[config.mk]
export PLATFORM = sky130hd
export DESIGN_NAME = cpu_control_unit
export DESIGN_NICKNAME = d
export VERILOG_FILES = /design/src/rtl/cpu_ctrl_pkg.sv /design/src/rtl/cpu_control_unit_decode.sv /design/src/rtl/cpu_control_unit.sv
export SDC_FILE = /design/constraint.sdc
export NUM_CORES = 1
export LEC_CHECK = 0
export ABC_AREA = 1
export CAP_MARGIN = 20
export CORE_UTILIZATION = 33
export CTS_BUF_LIST = sky130_fd_sc_hd__clkbuf_16
export DETAILED_ROUTE_END_ITERATION = 16
export PLACE_DENSITY = 0.95
export SETUP_SLACK_MARGIN = 0.05
export SYNTH_ARGS = -nofsm -noshare
export SYNTH_HDL_FRONTEND = slang
export SYNTH_SLANG_ARGS = --single-unit
[constraint.sdc]
create_clock -name clk -period 4.04 [get_ports clk]
set_clock_uncertainty 0.1 [all_clocks]
set_input_delay 0.404 -clock clk [delete_from_list [all_inputs] [get_ports clk]]
set_output_delay 0.404 -clock clk [all_outputs]
set_load 0.02 [all_outputs]
[src/rtl/cpu_ctrl_pkg.sv]
// Shared constants for the CPU control unit: state encoding, opcodes, bus IDs
// and the control_bus field layout.
package cpu_ctrl_pkg;

    localparam int unsigned BUS_ID_W = 5;
    localparam int unsigned AMID_W   = 2;
    localparam int unsigned ALU_OP_W = 5;
    localparam int unsigned OPC_W    = 4;
    localparam int unsigned CTRL_W   = 20;

    typedef enum logic [2:0] {
        ST_IDLE = 3'd0,
        ST_F0   = 3'd1,
        ST_F1   = 3'd2,
        ST_E0   = 3'd3,
        ST_E1   = 3'd4,
        ST_HALT = 3'd5
    } state_t;

    localparam logic [OPC_W-1:0] OP_NOP = 4'h0;
    localparam logic [OPC_W-1:0] OP_LDI = 4'h1;
    localparam logic [OPC_W-1:0] OP_LDA = 4'h2;
    localparam logic [OPC_W-1:0] OP_STA = 4'h3;
    localparam logic [OPC_W-1:0] OP_ALU = 4'h4;
    localparam logic [OPC_W-1:0] OP_JMP = 4'h5;
    localparam logic [OPC_W-1:0] OP_JCC = 4'h6;
    localparam logic [OPC_W-1:0] OP_HLT = 4'hF;

    localparam logic [BUS_ID_W-1:0] ID_IR0 = 5'd0;
    localparam logic [BUS_ID_W-1:0] ID_IR1 = 5'd1;
    localparam logic [BUS_ID_W-1:0] ID_A   = 5'd2;
    localparam logic [BUS_ID_W-1:0] ID_B   = 5'd3;
    localparam logic [BUS_ID_W-1:0] ID_MEM = 5'd4;
    localparam logic [BUS_ID_W-1:0] ID_R0  = 5'd5;
    localparam logic [BUS_ID_W-1:0] ID_R1  = 5'd6;
    localparam logic [BUS_ID_W-1:0] ID_PC0 = 5'd9;
    localparam logic [BUS_ID_W-1:0] ID_PC1 = 5'd10;
    localparam logic [BUS_ID_W-1:0] ID_SR  = 5'd17;
    localparam logic [BUS_ID_W-1:0] ID_ALU = 5'd18;

    localparam logic [AMID_W-1:0] AMID_PC   = 2'd0;
    localparam logic [AMID_W-1:0] AMID_R0R1 = 2'd3;

    // Field order, MSB first, is the control_bus bit layout.
    typedef struct packed {
        logic [ALU_OP_W-1:0] alu_opcode;
        logic [BUS_ID_W-1:0] mid;
        logic [BUS_ID_W-1:0] sid;
        logic [AMID_W-1:0]   amid;
        logic                pc_inr;
        logic                mid_en;
        logic                sid_en;
    } ctrl_t;

    function automatic logic is_undef_op(input logic [OPC_W-1:0] op);
        return (op >= 4'h7) && (op <= 4'hE);
    endfunction

endpackage

[src/rtl/cpu_control_unit_decode.sv]
// Combinational decode of (state, IR0, status) into control_bus fields and branch flags.
// CU_ILLEGAL_TRAP_EN: undefined opcodes request HALT and flag illegal_op.
module cu_decode
    import cpu_ctrl_pkg::*;
(
    input  state_t      state,
    input  logic [7:0]  ir0,
    input  logic [3:0]  status,
    output ctrl_t       ctrl,
    output logic        branch_e1,
    output logic        branch_halt,
    output logic        illegal_op
);

    logic [OPC_W-1:0] opcode;
    logic [3:0]       sub;
    logic             taken;

    assign opcode = ir0[7:4];
    assign sub    = ir0[3:0];
    assign taken  = status[sub[1:0]] ^ sub[2];

`ifdef CU_ILLEGAL_TRAP_EN
    assign illegal_op = is_undef_op(opcode);
`else
    assign illegal_op = 1'b0;
`endif

    always_comb begin
        ctrl        = '0;
        branch_e1   = 1'b0;
        branch_halt = 1'b0;
        case (state)
            ST_F0, ST_F1: begin
                ctrl.amid   = AMID_PC;
                ctrl.mid    = ID_MEM;
                ctrl.sid    = (state == ST_F0) ? ID_IR0 : ID_IR1;
                ctrl.mid_en = 1'b1;
                ctrl.sid_en = 1'b1;
                ctrl.pc_inr = 1'b1;
            end
            ST_E0: begin
                case (opcode)
                    OP_NOP: ;
                    OP_LDI: begin
                        ctrl.mid    = ID_IR1;
                        ctrl.sid    = {1'b0, sub};
                        ctrl.mid_en = 1'b1;
                        ctrl.sid_en = 1'b1;
                    end
                    OP_LDA: begin
                        ctrl.amid   = AMID_R0R1;
                        ctrl.mid    = ID_MEM;
                        ctrl.sid    = ID_A;
                        ctrl.mid_en = 1'b1;
                        ctrl.sid_en = 1'b1;
                    end
                    OP_STA: begin
                        ctrl.amid   = AMID_R0R1;
                        ctrl.mid    = ID_A;
                        ctrl.sid    = ID_MEM;
                        ctrl.mid_en = 1'b1;
                        ctrl.sid_en = 1'b1;
                    end
                    OP_ALU: begin
                        ctrl.alu_opcode = {1'b0, sub};
                        ctrl.mid        = ID_ALU;
                        ctrl.sid        = ID_A;
                        ctrl.mid_en     = 1'b1;
                        ctrl.sid_en     = 1'b1;
                    end
                    OP_JMP, OP_JCC: begin
                        // Unconditional jump shares the taken-branch path.
                        if (opcode == OP_JMP || taken) begin
                            ctrl.mid    = ID_R0;
                            ctrl.sid    = ID_PC0;
                            ctrl.mid_en = 1'b1;
                            ctrl.sid_en = 1'b1;
                            branch_e1   = 1'b1;
                        end
                    end
                    OP_HLT: branch_halt = 1'b1;
                    default: begin
`ifdef CU_ILLEGAL_TRAP_EN
                        branch_halt = 1'b1;
`endif
                    end
                endcase
            end
            ST_E1: begin
                ctrl.mid    = ID_R1;
                ctrl.sid    = ID_PC1;
                ctrl.mid_en = 1'b1;
                ctrl.sid_en = 1'b1;
            end
            default: ;
        endcase
    end

endmodule

[src/rtl/cpu_control_unit.sv]
// Hardwired fetch/execute micro-sequencer driving the CPU control bus.
// CU_ILLEGAL_TRAP_EN: when defined, undefined opcodes trap into HALT with illegal=1.
module cpu_control_unit
    import cpu_ctrl_pkg::*;
(
    input  logic        clk,
    input  logic        reset,
    input  logic        hlt,
    input  logic [15:0] instr,
    input  logic [3:0]  status,
    output logic [19:0] control_bus,
    output logic [3:0]  T,
    output logic        halted,
    output logic        illegal
);

    state_t state;
    state_t state_next;
    ctrl_t  ctrl;
    logic   branch_e1;
    logic   branch_halt;
    logic   illegal_op;
    logic   unused_ir1;

    // IR1 is only ever a bus source ID, never decoded.
    assign unused_ir1 = ^instr[15:8];

    cu_decode u_decode (
        .state       (state),
        .ir0         (instr[7:0]),
        .status      (status),
        .ctrl        (ctrl),
        .branch_e1   (branch_e1),
        .branch_halt (branch_halt),
        .illegal_op  (illegal_op)
    );

    always_ff @(posedge clk or negedge reset) begin
        if (!reset) state <= ST_IDLE;
        else        state <= state_next;
    end

    always_comb begin
        state_next = state;
        case (state)
            ST_IDLE: if (!hlt) state_next = ST_F0;
            ST_F0:   state_next = ST_F1;
            ST_F1:   state_next = ST_E0;
            ST_E0: begin
                if (branch_halt)    state_next = ST_HALT;
                else if (branch_e1) state_next = ST_E1;
                else if (hlt)       state_next = ST_IDLE;
                else                state_next = ST_F0;
            end
            ST_E1:   state_next = hlt ? ST_IDLE : ST_F0;
            ST_HALT: state_next = ST_HALT;
            default: state_next = ST_IDLE;
        endcase
    end

    always_comb begin
        T = '0;
        case (state)
            ST_F0:   T = 4'b0001;
            ST_F1:   T = 4'b0010;
            ST_E0:   T = 4'b0100;
            ST_E1:   T = 4'b1000;
            default: T = '0;
        endcase
    end

    assign control_bus = ctrl;
    assign halted      = (state == ST_HALT);
    // IR is not rewritten after HALT, so the trapping opcode is still visible.
    assign illegal     = halted & illegal_op;

endmodule

Yosys cells after proc, flatten, opt, wreduce, memory -nomap -nowiden
Index checks and enable logic that the tools add are counted. Widths: inputs -> output; s select.

Word-level logic and storage cells: 48. Input port bits: 23. Register bits: 3.

Reductions and logical operators: 7. Order comparisons: 1. Bitwise operators: 1. Muxes and demuxes: 25. Equality and inequality tests: 13.

Operators by type and width (count): $pmux 10 s5 (1); $pmux 10 s3 (1); $pmux 3 s6 (1); $pmux 4 s4 (1); $eq 4x3->1 const B (3); $mux 1 (9); $mux 3 (3); $eq 4x2->1 const B (2); $mux 8 (1); $pmux 2 s2 (2); $eq 3x2->1 const B (2); $eq 3x3->1 const B (2); $mux 2 (3); $reduce_or 2->1 (3); $mux 5 (1); $eq 4x1->1 const B (1); $eq 4x4->1 const B (1); $mux 4 (1); $reduce_or 4->1 (1); $eq 3x1->1 const B (1); $logic_not 3->1 (1); $lt 2x3->1 const B (1); $reduce_or 3->1 (1); $bmux 1 s2 (1); other kinds (3) (3).

Logic depth before layout (Yosys ltp)
Gate-level depths: netlist (run 1).

Word-level depth: 10. Mapped depth: 11. Depth with buffers taken out: 10.

Modules after synthesis
From an unflattened synthesis (run 1), not the netlist that was laid out.

Cells, all modules: 115. Area, all modules: 603.1 um2.

By module, submodules not included: cu_decode (area each 405.4 um2, cells each 84, instances 1, seq. area each 0.0 um2); cpu_control_unit (area each 197.7 um2, cells each 31, instances 1, seq. area each 75.1 um2).

Least setup slack after synthesis (run 1)
Ideal clock, no wire load.

Kind: flip-flop to output port. Start: reg state[2]. End: out control_bus[1]. Required time: 3.536 ns. Stages on the path, launching flop included: 8. Data arrival time: 1.954 ns. Setup slack: 1.582 ns. Cell sequence: dfrtp_1 > buf_6 > nor3_1 > inv_1 > o21ai_0 > nor2_1 > nand2_1 > buf_4.

Longest elaborated chain between the ends: 3. Elaborated cells between the ends (all ways): 6. Those cells by class: 4 x eq/ne; 1 x mux; 1 x reduce/logical.

RTL lines: start, declared (RTL line cpu_control_unit.sv:17) `state_t state;`; start signal, assigned (RTL line cpu_control_unit.sv:40) `else state <= state_next;`; $eq 3x2->1, or another cell as far along (RTL line cpu_control_unit_decode.sv:33) `case (state)`; $reduce_or 3->1 (no line); $pmux 2 s2 (*) (RTL line cpu_control_unit_decode.sv:33); end, declared (RTL line cpu_control_unit.sv:11) `output logic [19:0] control_bus,`.

Every way passes the cells marked *; elsewhere a longest branch is shown, timed or not.

Worst setup path after layout (run 1)
Start: in instr[4]. End: out control_bus[0].

Longest elaborated chain between the ends: 5. Elaborated cells between the ends (all ways): 12. Those cells by class: 6 x eq/ne; 3 x mux; 3 x reduce/logical.

RTL lines: start, declared (RTL line cpu_control_unit.sv:9) `input logic [15:0] instr,`; $eq 4x3->1 (RTL line cpu_control_unit_decode.sv:43, cpu_control_unit_decode.sv:74); $logic_or 1x1->1 (RTL line cpu_control_unit_decode.sv:74) `if (opcode == OP_JMP || taken) begin`; $mux 2 (RTL line cpu_control_unit_decode.sv:74); $pmux 2 s2 (*) (RTL line cpu_control_unit_decode.sv:43) `case (opcode)`; $pmux 2 s2 (*) (RTL line cpu_control_unit_decode.sv:33).

Marked as above.

==> results of run 1 <==
## critical path, cell delays in order
cell and delay, ns:
sky130_fd_sc_hd__clkdlybuf4s50_1 0.61, sky130_fd_sc_hd__inv_2 0.09, sky130_fd_sc_hd__nor3_4 0.29, sky130_fd_sc_hd__nor3_1 0.10, sky130_fd_sc_hd__nand3_1 0.10, sky130_fd_sc_hd__nand2_1 0.06
sky130_fd_sc_hd__nand2_1 0.07, sky130_fd_sc_hd__clkdlybuf4s50_1 0.61
## per-stage QoR
stage                     setup slack, ns  util (%)  std cells  hold WS (ns)  area, um^2
after floorplan                      1.58         -        103       0.00841         557
after global placement               1.24      57.8        148         0.473         881
after detailed placement             1.21      57.8        148         0.477         881
after CTS                            1.20      63.0        152         0.267         960
after global routing                 1.07      63.0        152         0.270         960
final                                1.21      63.0        152         0.268         960
## kinds of logic (layout without fill, tap and decap cells)
| family | after synthesis | in the layout | share of synthesized area (%) |
|---|---|---|---|
| AND/OR/NAND/NOR | 64 | 64 | 55.7 |
| buffers and inverters | 24 | 57 | 22.0 |
| AO/OA/AOI/OAI | 8 | 8 | 7.80 |
| flip-flops | 3 | 3 | 13.8 |
| other | 1 | 4 | 0.687 |
## placed cells by master, fill, tap and decap left out, types with 2 or more instances in the layout
cell,count
sky130_fd_sc_hd__a21oi_1,3
sky130_fd_sc_hd__clkbuf_16,3
sky130_fd_sc_hd__clkdlybuf4s50_1,36
sky130_fd_sc_hd__conb_1,4
sky130_fd_sc_hd__dfrtp_1,3
sky130_fd_sc_hd__inv_1,15
sky130_fd_sc_hd__inv_2,3
sky130_fd_sc_hd__nand2_1,27
sky130_fd_sc_hd__nand2_2,2
sky130_fd_sc_hd__nand3_1,12
sky130_fd_sc_hd__nand4_1,2
sky130_fd_sc_hd__nor2_1,12
sky130_fd_sc_hd__nor2_2,2
sky130_fd_sc_hd__nor3_1,3
sky130_fd_sc_hd__o21ai_0,3
## layer usage
layer  share of wire [%]  up-vias
met5                   0        -
met4                   0        0
met3                 5.9        0
met2                  50       29
met1                  44      327
li1                    -      382
## final cells by class
cell class	instances	area share [%]
inverters	17	6.65
clock buffers	3	7.82
well taps	16	2.09
multi-input cells	76	37.7
repair buffers	36	37.5
flip-flops and latches	3	7.82
clock inverters	1	0.391
## cells in the mapped netlist, drive strengths merged
| master | instances | share of area [%] |
|---|---|---|
| nand2 | 29 | 21 |
| inv | 17 | 12 |
| nor2 | 14 | 11 |
| nand3 | 12 | 11 |
| buf | 7 | 10 |
| nor3 | 5 | 7.6 |
| o21ai | 4 | 3.7 |
| a21oi | 3 | 2.8 |
| dfrtp | 3 | 14 |
| nand4 | 2 | 2.3 |
| nor4 | 2 | 3.4 |
| a211oi | 1 | 1.4 |
| conb | 1 | 0.69 |
## power by group through the flow
stage | Sequential [mW] | Combinational (mW) | Clock (mW)
final | 0.0582 | 0.337 | 0.152
after global routing | 0.0594 | 0.364 | 0.158
after CTS | 0.0573 | 0.340 | 0.155
after detailed placement | 0.0576 | 0.340 | 0
after global placement | 0.0567 | 0.332 | 0
after floorplan | 0.0528 | 0.202 | 0
## how the worst max path moves through the flow
stage,startpoint,endpoint,slack (ns),cells after the start
after global routing,instr[0],control_bus[0],1.07,12
after global placement,instr[5],control_bus[0],1.24,8
after detailed placement,instr[4],control_bus[0],1.21,8
final,instr[4],control_bus[0],1.21,8
after floorplan,state[2],control_bus[1],1.58,7
after CTS,instr[4],control_bus[0],1.20,8
==> flow_summary.rst, run 1 <==
.. list-table::
   :header-rows: 1

   * - Metric
     - Value
   * - Outcome
     - completed
   * - RSZ-0062 raised after global routing
     - no
   * - Data arrival time at the worst-slack endpoint
     - 2.33 ns
   * - Portion of the clock cycle consumed by the worst path in the final layout
     - a little over two thirds
   * - Post-route DRC
     - 0
   * - Startpoint Class
     - input port
   * - Share of post-route cells with drive strength above 1
     - 9.56%
   * - Post-Syn Area
     - ~550 um^2
   * - Gp weighted congestion
     - 0.799
   * - Combinational cell fraction of total power
     - 61.5%
   * - Met2 GRT Util
     - between 20% and 30%
   * - Time the final worst path needs with I/O delays and setup
     - 2.83 ns
   * - Final setup violation count
     - 0
   * - Clock-pin transition on the worst setup and hold timing paths
     - roughly 0.03 ns
   * - Layout Nets
     - 160
   * - Worst setup EP type
     - output pin
   * - Power share of the sequential group
     - a little over a tenth
   * - H-tree depth
     - 1
   * - Max-cap check violation count
     - 0
   * - First-pass GRT wire length
     - 2500 um
   * - Setup TNS
     - 0 ns
   * - Number of flip-flops under the largest register name
     - 3
   * - Critical path type
     - in -> out
   * - Average wire length per cell after detail routing
     - between 9 and 10 um
   * - Worst R2R End
     - state[0]
   * - Critical path data required time
     - ~3.5 ns
   * - Number of flip-flops and latches in the synthesized netlist
     - 3
   * - Number of global-route vias before repair
     - 678
   * - Clock power share
     - 27.8%
   * - Pin count of the biggest net entering global routing
     - 10
   * - Register containing the most flip-flops in the final layout
     - state
   * - Overflow after GRT
     - 0
   * - HPWL reported at the end of detailed placement
     - between 1000 and 1500 um
   * - Clock buffer count from CTS
     - 3
   * - Switching share of power
     - approximately two fifths
   * - Iteration count of the initial detailed-routing pass
     - 4
   * - Crit path max fanout
     - 6
   * - DRT Wirelength
     - 1510 um
   * - Floorplan die height
     - 42.7 um
   * - Count of cell types in the netlist
     - 21
   * - Filler cell count
     - 135
   * - Per-instance average area after synthesis
     - about 5.5 um^2
   * - Kind of path behind the tightest hold check
     - in -> async
   * - Area occupied by registers
     - ~75 um^2
   * - Reg-to-reg critical path startpoint
     - state[2]
   * - M3 GR Usage
     - 3.83%
   * - Num ports
     - 49
   * - Die extent in x
     - about 43 um
   * - Largest registers
     - state: 3 flops
   * - Root buffer selected by CTS
     - sky130_fd_sc_hd__clkbuf_16
   * - Busiest metal layer after global routing
     - met2
   * - Final Slew Violations
     - 0
   * - Initial core utilization
     - 35.8%
   * - Cell count of the worst reg-to-reg path
     - 5
   * - All-Layer GR Usage
     - 17.5%
   * - Met1 layer usage reported by global route
     - roughly a fifth
   * - Standard cell core area
     - around 1500 um^2
   * - Number of antenna violations at the first check in global routing
     - 0
   * - Number of sinks handled by clock tree synthesis
     - 3
   * - Hold violation total from the final report
     - 0
   * - Number of warnings printed during yosys synthesis
     - 0
   * - Total area of multi-input combinational cells
     - 362 um^2
   * - Later-pin clock latency in the skew report
     - ~0.22 ns
   * - Post-synthesis sequential area ratio
     - 13.8%
   * - Overall power
     - between 0.5 and 0.6 mW
   * - Post-cts repair resize count
     - 0
   * - Power density over cell area
     - ~570 nW/um^2
   * - FMAX
     - 0.353 GHz
   * - Count of hold-fix buffers inserted at cts
     - 0
   * - TritonCTS clock tree
     - done
   * - Antenna Nets Post-Route
     - 0
   * - Via density
     - ~4.9
   * - Iter 0 DRT Violations
     - 5
   * - Standard-cell rows
     - 14
   * - Overall via count from detail_route
     - approximately 740
   * - # diodes
     - 0
   * - Power spent charging and discharging nets
     - 0.229 mW
   * - Internal power summed over all cells
     - 0.319 mW
   * - Leak pwr
     - around 0.47 nW
   * - Area of the die
     - 1820 um^2
   * - Max Root-Sink Buffers
     - 2
   * - Synth-to-Final Area Change
     - 75.9%
   * - Reg2reg setup slack
     - between 2 and 3 ns
   * - Cells after Synth
     - 100
   * - Count of input and output buffers
     - 36
   * - Count of buffers added by post-CTS timing repair for setup
     - 0
   * - Worst vdd rail ir drop
     - 0.552 mV
Note: power is estimated with default switching activity, not from simulation.
==> inputs of run 2 (changes only) <==
--- a/config.mk
+++ b/config.mk
@@ -7,10 +7,10 @@
 export LEC_CHECK = 0
 export ABC_AREA = 1
 export CAP_MARGIN = 20
-export CORE_UTILIZATION = 33
+export CORE_UTILIZATION = 27
 export CTS_BUF_LIST = sky130_fd_sc_hd__clkbuf_16
 export DETAILED_ROUTE_END_ITERATION = 16
-export PLACE_DENSITY = 0.95
+export PLACE_DENSITY = 0.86
 export SETUP_SLACK_MARGIN = 0.05
 export SYNTH_ARGS = -nofsm -noshare
 export SYNTH_HDL_FRONTEND = slang
==> constraint.sdc (replaced) <==
create_clock -name clk -period 2.5 [get_ports clk]
set_clock_uncertainty 0.1 [all_clocks]
set_input_delay 0.25 -clock clk [delete_from_list [all_inputs] [get_ports clk]]
set_output_delay 0.25 -clock clk [all_outputs]
set_load 0.02 [all_outputs]
==> flow_summary.rst, run 2 (synthesized netlist as in run 1, its figures left out) <==
.. list-table::
   :header-rows: 1

   * - Metric
     - Value
   * - Most used cells in the layout excluding fill and tap cells
     - sky130_fd_sc_hd__nand2_1 (27), sky130_fd_sc_hd__clkdlybuf4s50_1 (24), sky130_fd_sc_hd__inv_1 (14)
   * - Critical path type
     - reg -> out
   * - Kind of path behind the tightest hold check
     - in -> async
   * - Number of global-route vias before repair
     - 697 (+2.8%)
   * - FMAX
     - ~0.43 GHz
   * - Number of sinks handled by clock tree synthesis
     - 3 (unchanged)
   * - Buffers plus inverters on the worst setup path
     - 3 (unchanged)
   * - RSZ-0062 raised after global routing
     - yes
   * - Finished Core Util
     - 55.8% (-7.2 points)
   * - Max-cap check violation count
     - 0 (unchanged)
   * - Worst setup EP type
     - output pin
   * - Area of the die
     - 2200 um^2 (+21%)
   * - Iteration count of the initial detailed-routing pass
     - 4 (unchanged)
   * - Num ports
     - 49 (unchanged)
   * - Gate family responsible for the most delay along the worst path
     - buffers and inverters
   * - Power density over cell area
     - 854 nW/um^2 (+50%)
   * - Largest registers
     - state: 3 flops
   * - Slowest cell on the critical path
     - sky130_fd_sc_hd__clkdlybuf4s50_1
   * - Count of input and output buffers
     - 36 (unchanged)
   * - Share of post-route cells with drive strength above 1
     - 12.2% (+2.7 points)
   * - Critical path data required time
     - 2.15 ns (-1.39 ns)
   * - DRT Wirelength
     - 1760 um (+16%)
   * - Number of flip-flops under the largest register name
     - 3 (unchanged)
   * - Via density
     - 4.64 (-4.4%)
   * - Crit path max fanout
     - 9 (+3)
   * - Worst vdd rail ir drop
     - 0.774 mV (+40%)
   * - Floorplan die height
     - 47.0 um (+10%)
   * - CP dominant cell by count
     - sky130_fd_sc_hd__nand2_1
   * - Synth-to-Final Area Change
     - 84.2%
   * - Pin count of the biggest net entering global routing
     - 10 (unchanged)
   * - Portion of the clock cycle consumed by the worst path in the final layout
     - around 94%
   * - Filler cell count
     - 177 (+31%)
   * - Average wire length per cell after detail routing
     - 10.7 um (+7.9%)
   * - Leak pwr
     - 0.625 nW (+33%)
   * - Cell count along the critical path
     - 6 (-2)
   * - Gp weighted congestion
     - 0.770 (-3.6%)
   * - All-Layer GR Usage
     - 16.5% (-1.0 points)
   * - Layout Nets
     - 163 (+1.9%)
   * - Clock-pin transition on the worst setup and hold timing paths
     - 0.03 ns (about the same)
   * - Iter 0 DRT Violations
     - 13 (+8)
   * - Setup TNS
     - 0 ns (unchanged)
   * - Count of hold-fix buffers inserted at cts
     - 0 (unchanged)
   * - Reg-to-reg critical path startpoint
     - state[2]
   * - Clock buffer count from CTS
     - 3 (unchanged)
   * - Overflow after GRT
     - 0 (unchanged)
   * - Max Root-Sink Buffers
     - 2 (unchanged)
   * - Outcome
     - completed
   * - H-tree depth
     - 1 (unchanged)
   * - First-pass GRT wire length
     - 2610 um (+4.4%)
   * - CP cell instances
     - inv_1 > nand3_1 > inv_2 > nand2_1 > nand2_1 > clkdlybuf4s50_1
   * - Antenna Nets Post-Route
     - 0 (unchanged)
   * - Initial core utilization
     - 30.3% (-5.5 points)
   * - Post-route DRC
     - 0 (unchanged)
   * - Overall via count from detail_route
     - 761 (+3.1%)
   * - Final setup violation count
     - 0 (unchanged)
   * - Root buffer selected by CTS
     - sky130_fd_sc_hd__clkbuf_16
   * - HPWL reported at the end of detailed placement
     - 1440 um (+14%)
   * - Hold violation total from the final report
     - 0 (unchanged)
   * - Later-pin clock latency in the skew report
     - 0.22 ns (about the same)
   * - Slowest cell delay on critical path
     - 0.61 ns (about the same)
   * - Data arrival time at the worst-slack endpoint
     - 1.99 ns (-0.34 ns)
   * - Count of buffers added by post-CTS timing repair for setup
     - 0 (unchanged)
   * - Number of antenna violations at the first check in global routing
     - 0 (unchanged)
   * - Most frequent standard cell in the layout excluding fill and tap cells
     - sky130_fd_sc_hd__nand2_1
   * - Worst R2R End
     - state[0]
   * - Cell count of the worst reg-to-reg path
     - 5 (unchanged)
   * - CP Capture Point
     - control_bus[11]
   * - # diodes
     - 0 (unchanged)
   * - Register containing the most flip-flops in the final layout
     - state
   * - Standard cell core area
     - 1800 um^2 (+18%)
   * - Final Slew Violations
     - 0 (unchanged)
   * - Critical path startpoint
     - state[2]
   * - TritonCTS clock tree
     - done
   * - Reg2reg setup slack
     - 1.01 ns (-1.64 ns)
   * - Startpoint Class
     - flip-flop
   * - Time the final worst path needs with I/O delays and setup
     - 2.34 ns
   * - Standard-cell rows
     - 15 (+1)
   * - Die extent in x
     - 47.0 um (+10%)
## run 2: cell type report
cell class,instances,area (um^2),share of cell area (%)
clock buffer,3,75.1,7.47
clock inverter,1,3.75,0.374
inverter,17,63.8,6.35
multi-input combinational,76,362,36.0
sequential,3,75.1,7.47
tap,25,31.3,3.11
timing repair buffer,39,394,39.2
## run 2: worst register-to-register path: cells and delay by family (launching register included)
kind	cells	cell delay (ns)
buf+inv	1	0.09
compound gates	2	0.23
flops	1	0.45
simple gates	2	0.54
## run 2: stage by stage
stage	setup slack, ns	area [um^2]	hold WS [ns]	power, mW	std cells
2_1_floorplan	0.196	557	-0.146	0.411	103
3_3_place_gp	0.0269	915	0.339	0.636	160
3_5_place_dp	0.00994	915	0.341	0.646	160
4_1_cts	0.0552	987	0.107	0.862	164
5_1_grt	0.0397	1000	0.114	0.909	164
6_report	0.158	1000	0.105	0.858	164
## run 2: where the power goes
part           internal, mW  switching, mW  leakage (nW)  total, mW
clock                 0.206         0.0441        0.0423      0.250
sequential           0.0685         0.0264        0.0376     0.0949
combinational         0.206          0.307         0.545      0.512
## run 2: how the worst min path moves through the flow
stage	start	to	depth (start not counted)
after floorplan	reset	state[0]	0
after global placement	reset	state[1]	1
after detailed placement	reset	state[1]	1
after CTS	reset	state[0]	1
after global routing	reset	state[2]	1
final	reset	state[0]	1
## run 2: metal layers
metal	vias to the layer above	GRT usage [%]	part of all wire (%)
li1	388	-	-
met1	340	18.7	40
met2	29	28.3	50
met3	4	4.23	7.7
met4	0	8.57	1.5
met5	-	0	0
## run 2: what timing repair did
item                                    4_1_cts  5_1_grt
endpoints found under the hold margin         0        0
endpoints found under the setup margin        5        8
resized for setup                             5        8
==> inputs of run 3 (changes only) <==
--- a/config.mk
+++ b/config.mk
@@ -6,7 +6,6 @@
 export NUM_CORES = 1
 export LEC_CHECK = 0
 export ABC_AREA = 1
-export CAP_MARGIN = 20
 export CORE_UTILIZATION = 27
 export CTS_BUF_LIST = sky130_fd_sc_hd__clkbuf_16
 export DETAILED_ROUTE_END_ITERATION = 16
==> results of run 3 <==
The final DEF is identical to that of run 2; final timing and power are the same.
